`config.mk`:
```
export PLATFORM = sky130hd
export DESIGN_NAME = mem_arbiter
export DESIGN_NICKNAME = d
export VERILOG_FILES = /design/src/rtl/mem_arbiter.sv
export SDC_FILE = /design/constraint.sdc
export NUM_CORES = 1
export LEC_CHECK = 0
export ABC_AREA = 1
export CAP_MARGIN = 20
export CORE_ASPECT_RATIO = 1.4
export CORE_UTILIZATION = 35
export CTS_BUF_LIST = sky130_fd_sc_hd__clkbuf_2 sky130_fd_sc_hd__clkbuf_4 sky130_fd_sc_hd__clkbuf_8
export DETAILED_ROUTE_END_ITERATION = 10
export PLACE_DENSITY_LB_ADDON = 0.15
export RECOVER_POWER = 50
export SYNTH_ARGS = -nofsm -noshare
export SYNTH_HDL_FRONTEND = slang
export SYNTH_SLANG_ARGS = --single-unit
```
`constraint.sdc`:
```
create_clock -name clk -period 5.85 [get_ports clk]
set_clock_uncertainty 0.2 [all_clocks]
set_input_delay 0.8775 -clock clk [delete_from_list [all_inputs] [get_ports clk]]
set_output_delay 0.8775 -clock clk [all_outputs]
set_load 0.1 [all_outputs]
```
`src/rtl/mem_arbiter.sv`:
```
// mem_arbiter: two-port (CPU, debug) arbiter in front of a single-port synchronous RAM.
// Each access runs IDLE -> ACCESS -> RESP, which gives one access every three cycles.
// Define MEM_ARBITER_RR_EN for round-robin contention; by default the CPU always wins.
module mem_arbiter #(
  parameter int unsigned AW = 9,
  parameter int unsigned DW = 16
) (
  input  logic          clk,
  input  logic          reset,
  input  logic [1:0]    cpu_mem_cmd,
  input  logic [AW-1:0] cpu_mem_addr,
  input  logic [DW-1:0] cpu_wdata,
  output logic [DW-1:0] cpu_rdata,
  output logic          cpu_ack,
  output logic          cpu_stall,
  input  logic          dbg_req,
  input  logic          dbg_we,
  input  logic [AW-1:0] dbg_addr,
  input  logic [DW-1:0] dbg_wdata,
  output logic [DW-1:0] dbg_rdata,
  output logic          dbg_ack,
  output logic [AW-1:0] ram_addr,
  output logic          ram_we,
  output logic [DW-1:0] ram_din,
  input  logic [DW-1:0] ram_dout
);

  typedef enum logic [1:0] {
    IDLE   = 2'd0,
    ACCESS = 2'd1,
    RESP   = 2'd2
  } state_t;

  localparam logic GRANT_CPU = 1'b0;
  localparam logic GRANT_DBG = 1'b1;

  state_t        state;
  logic          last_grant;   // port served by the current/most recent access
  logic          rd_q;         // current access is a read
  logic [DW-1:0] cpu_rdata_q;
  logic [DW-1:0] dbg_rdata_q;
  logic          cpu_req;
  logic          cpu_wins;

  // Command 11 is treated as no request.
  assign cpu_req   = (cpu_mem_cmd == 2'b01) || (cpu_mem_cmd == 2'b10);
  assign cpu_stall = cpu_req && !cpu_ack;

`ifdef MEM_ARBITER_RR_EN
  // Round-robin: on contention the port not served last time wins.
  assign cpu_wins = cpu_req && (!dbg_req || (last_grant == GRANT_DBG));
`else
  // Fixed priority: the CPU wins every contention.
  assign cpu_wins = cpu_req;
`endif

  // RAM read data reaches the winner during RESP, then the captured copy is held.
  assign cpu_rdata = (state == RESP && last_grant == GRANT_CPU && rd_q) ? ram_dout : cpu_rdata_q;
  assign dbg_rdata = (state == RESP && last_grant == GRANT_DBG && rd_q) ? ram_dout : dbg_rdata_q;

  // Arbitration FSM with registered RAM controls and ack pulses.
  always_ff @(posedge clk or posedge reset) begin
    if (reset) begin
      state       <= IDLE;
      last_grant  <= GRANT_DBG;
      rd_q        <= 1'b0;
      ram_addr    <= '0;
      ram_din     <= '0;
      ram_we      <= 1'b0;
      cpu_ack     <= 1'b0;
      dbg_ack     <= 1'b0;
      cpu_rdata_q <= '0;
      dbg_rdata_q <= '0;
    end else begin
      case (state)
        IDLE: begin
          cpu_ack <= 1'b0;
          dbg_ack <= 1'b0;
          if (cpu_req || dbg_req) begin
            state <= ACCESS;
            if (cpu_wins) begin
              ram_addr   <= cpu_mem_addr;
              ram_din    <= cpu_wdata;
              ram_we     <= (cpu_mem_cmd == 2'b01);
              rd_q       <= (cpu_mem_cmd == 2'b10);
              last_grant <= GRANT_CPU;
            end else begin
              ram_addr   <= dbg_addr;
              ram_din    <= dbg_wdata;
              ram_we     <= dbg_we;
              rd_q       <= !dbg_we;
              last_grant <= GRANT_DBG;
            end
          end
        end
        ACCESS: begin
          state   <= RESP;
          ram_we  <= 1'b0;
          cpu_ack <= (last_grant == GRANT_CPU);
          dbg_ack <= (last_grant == GRANT_DBG);
        end
        RESP: begin
          state   <= IDLE;
          cpu_ack <= 1'b0;
          dbg_ack <= 1'b0;
          if (rd_q) begin
            if (last_grant == GRANT_CPU) cpu_rdata_q <= ram_dout;
            else                         dbg_rdata_q <= ram_dout;
          end
        end
        default: begin
          state   <= IDLE;
          ram_we  <= 1'b0;
          cpu_ack <= 1'b0;
          dbg_ack <= 1'b0;
        end
      endcase
    end
  end

endmodule

```
# Word level (Yosys, flattened, before mapping)
# Cells that the tools add are included.
[totals]
wordCells = 44
ff_bits = 64
latchBits = 0
ram_bits = 0
romBits = 0
n_memories = 0
output_inout_bits = 61
inputBits = 72
[op_classes]
n_lt_le_gt_ge = 0
n_mul = 0
div_mod_pow = 0
n_eq_ne = 5
bitwise = 2
reduce_logical = 14
n_addsub = 0
muxes = 13
shifts = 0
[op_table]
columns = ["op", "count"]
rows = [
  ["$mux 16", 3],
  ["$mux 9", 1],
  ["$mux 1", 6],
  ["$reduce_and 3->1", 2],
  ["$logic_and 1x1->1", 5],
  ["$eq 2x1->1 const B", 2],
  ["$eq 2x2->1 const B", 2],
  ["$pmux 2 s2", 1],
  ["$reduce_and 2->1", 2],
  ["$logic_not 1->1", 2],
  ["$logic_not 2->1", 1],
  ["$logic_or 1x1->1", 2],
  ["$mux 2", 1],
  ["$ne 2x2->1 const B", 1],
  ["$not 1->1", 2],
  ["$pmux 1 s2", 1],
]

# Depth between registers and ports, before layout
[depth]
word_depth = 5
ltp_mapped = 9
ltp_nobuf = 8

# Worst setup path before layout
# No wires, ideal clock.
[synth_timing]
kind = "input to output"
from = "input ram_dout[15]"
to = "output dbg_rdata[15]"
cell_stages = 2
required_ns = 4.773
arrival_ns = 3.023
setup_slack_ns = 1.750
cell_sequence = "inv_1 -> o21ai_0"
[synth_via]
elab_chain_len = 1
[synth_rtl]
columns = ["item", "line_no", "text"]
rows = [
  ["start, declared", "25", "input logic [DW-1:0] ram_dout"],
  ["$mux 16", "59", "assign dbg_rdata = (state == RESP && last_grant == GRANT_DBG && rd_q) ? ram_dout : dbg_rdata_q;"],
  ["end, declared", "20", "output logic [DW-1:0] dbg_rdata,"],
]
# No other way between the ends.

# Worst setup path after layout
[layout_timing]
from = "register rd_q"
to = "output dbg_rdata[14]"
[layout_via]
elab_chain_len = 2
[layout_rtl]
columns = ["item", "line_no", "text"]
rows = [
  ["start, declared", "39", "logic rd_q;"],
  ["start signal, assigned", "85", "rd_q <= (cpu_mem_cmd == 2'b10);"],
  ["start signal, assigned", "91", "rd_q <= !dbg_we;"],
  ["$logic_and 1x1->1", "59", ""],
  ["$mux 16", "59", ""],
]
# No other way between the ends.

==> metrics <==
outcome=finished, violations left; violated checks=capacitance limit, slew limit; Fmax=0.215 GHz; area grow syn2layout=49.0%; ys async rst share=1.00; Min Hold Slack=267 ps; clk buf depth=2; vias per inst=4.53; Initial Util=0.360; die height=113 µm; Final Hold Fails=0; Avg WL per Cell=11.4 µm; clk_lat worst skew=330 ps; CP Data Arrival Time=3570 ps; pin count of the biggest net entering global routing=65; first-iteration detailed-routing DRC count=116; first-pass GRT wire length=12.2 mm; Post-Syn Area=0.00308 mm²; CTS Hold Bufs=0; DIE AREA=0.00919 mm²; Slew HR=-1.23; Ports=133; routed wl met2=3.63 mm; Antenna diodes=0; final period utilization=0.795; max-cap viol count=1; Post-synth EDFFs=0; fraction of layout cells with a size suffix above 1=0.0414; CP Class=flip-flop to primary output; Total GRT Usage=0.173; Detail Route Antenna Nets=0; root buffer cell=clkbuf_8; # clock sinks=64; HPWL Detailed=5.29 mm; TritonCTS Buffers=9; initial antenna violation count=0; CP Capture Type=primary output; Least-Margin Pin Slew=3340 ps; core area=0.00856 mm²; CTS tree=done; clk slew on worst S/H paths=70 ps; final non-filler cell total=636; post_cts resized=0; critical path peak fanout=48; Mean Syn Cell Area=7.67 µm²; Post-CTS Setup Bufs=0; unrepaired setup endpoints after global routing=false; TritonRoute pass-1 iters=6; number of synthesized register bits=64; required time at the worst-slack endpoint=4770 ps; dominant register cell in the synthesized netlist=dfrtp_1; Post-Synthesis Cells=402; std cell rows=40; DR vias=2881; CTS H-tree lvls=3; distinct cell type count after synthesis=20; highest metal layer with signal wires=met4; number of global-route vias before repair=2724; final setup fails=0; fin nets=600; min cycle time layout=4650 ps; Placed Cells=620; worst hold path type=flip-flop to flip-flop; max-slew violation count=65; Final TNS setup=0 ps; global route overflow=0; register area share after synthesis=0.520; metal3 WL=550 µm; Post-route DRC=0; Warnings, synthesis=0; port bufs=132; syn nets=476; CP Launch Type=flip-flop; Placer Congestion=0.711; Detailed Route WL=7.22 mm; met1 WL=2.93 mm; die width=81.3 µm
cells in the final DEF (no fill, tap or decap):
cell,count
nand3_1,1
clkinv_2,2
clkbuf_8,10
nor3_1,2
inv_2,2
ha_1,2
inv_1,24
clkinvlp_4,1
nor2_8,1
bufinv_16,1
clkdlybuf4s50_1,131
dfstp_1,1
nor2_2,1
buf_4,1
o21ai_0,31
clkbuf_4,1
o21ai_1,2
nand4_2,1
nor2_1,3
clkbuf_1,1
nand4_1,17
dfrtp_1,63
clkinv_4,1
nand2_1,228
dlygate4sd3_1,1
clkinv_1,2
metrics by stage:
step           setup WS, ps   util  cell area (µm²)
2_1_floorplan          1750      -             3080
3_3_place_gp           1630  0.515             4410
3_5_place_dp           1520  0.515             4410
4_1_cts                1120  0.538             4610
5_1_grt                 696  0.536             4590
6_report               1200  0.536             4590
critical path, cell delays in order (launching register included):
cell,delay [ps]
dfrtp_1,740
nand4_2,810
o21ai_0,490
clkdlybuf4s50_1,1190
cells in the mapped netlist (2+ instances only):
library cell	number	share of area
buf_2	7	0.011
buf_4	3	0.0073
buf_6	6	0.022
clkbuf_1	5	0.0061
dfrtp_1	63	0.51
ha_1	2	0.0081
inv_1	24	0.029
inv_2	3	0.0037
nand2_1	228	0.28
nand4_1	17	0.035
nor2_1	3	0.0037
nor3_1	2	0.0032
o21ai_0	29	0.047
o21ai_1	4	0.0065
path summary, 6_finish.rpt:
path,from,to,slack [ps],cells after the start
setup / recovery,rd_q,dbg_rdata[14],1200,3
hold / removal,cpu_rdata_q[2],cpu_rdata_q[2],270,2
setup reg to reg,rd_q,dbg_rdata_q[4],3510,2
hold reg to reg,cpu_rdata_q[2],cpu_rdata_q[2],270,2
max in group asynchronous,reset,ram_din[8],1490,3
min in group asynchronous,reset,dbg_ack,2050,3
area by class of cell:
type,instances,area [µm²]
flip-flops and latches,64,1600
fillers,837,3970
clock inverters,5,56.3
repair buffers,134,1330
inverters,28,105
multi-input cells,289,1220
well taps,105,131
clock buffers,11,145
kinds of logic (layout without fill, tap and decap cells):
group | after synthesis | after routing | share of synthesized area
and+or+nand+nor | 254 | 254 | 0.337
DFF | 64 | 64 | 0.520
AOI/OAI and AO/OA | 33 | 33 | 0.0536
adders and majority gates | 2 | 2 | 0.00812
buffers and inverters | 49 | 178 | 0.0808
state kept, by name (all words and copies together), names as in the netlist:
signal / count
last_grant: 1
dbg_rdata_q: 16
ram_addr: 9
ram_din: 16
rd_q: 1
state: 2
dbg_ack: 1
cpu_ack: 1
ram_we: 1
cpu_rdata_q: 16
metal layers:
metal / vias to the layer above / GRT usage
met5: - / 0
met4: 0 / 0.0893
met3: 8 / 0.0508
met2: 89 / 0.287
met1: 1296 / 0.196
li1: 1488 / -
Power is left out: the tool's default activity adds up to more than one toggle a clock period on the data nets, which glitch-free logic cannot reach.
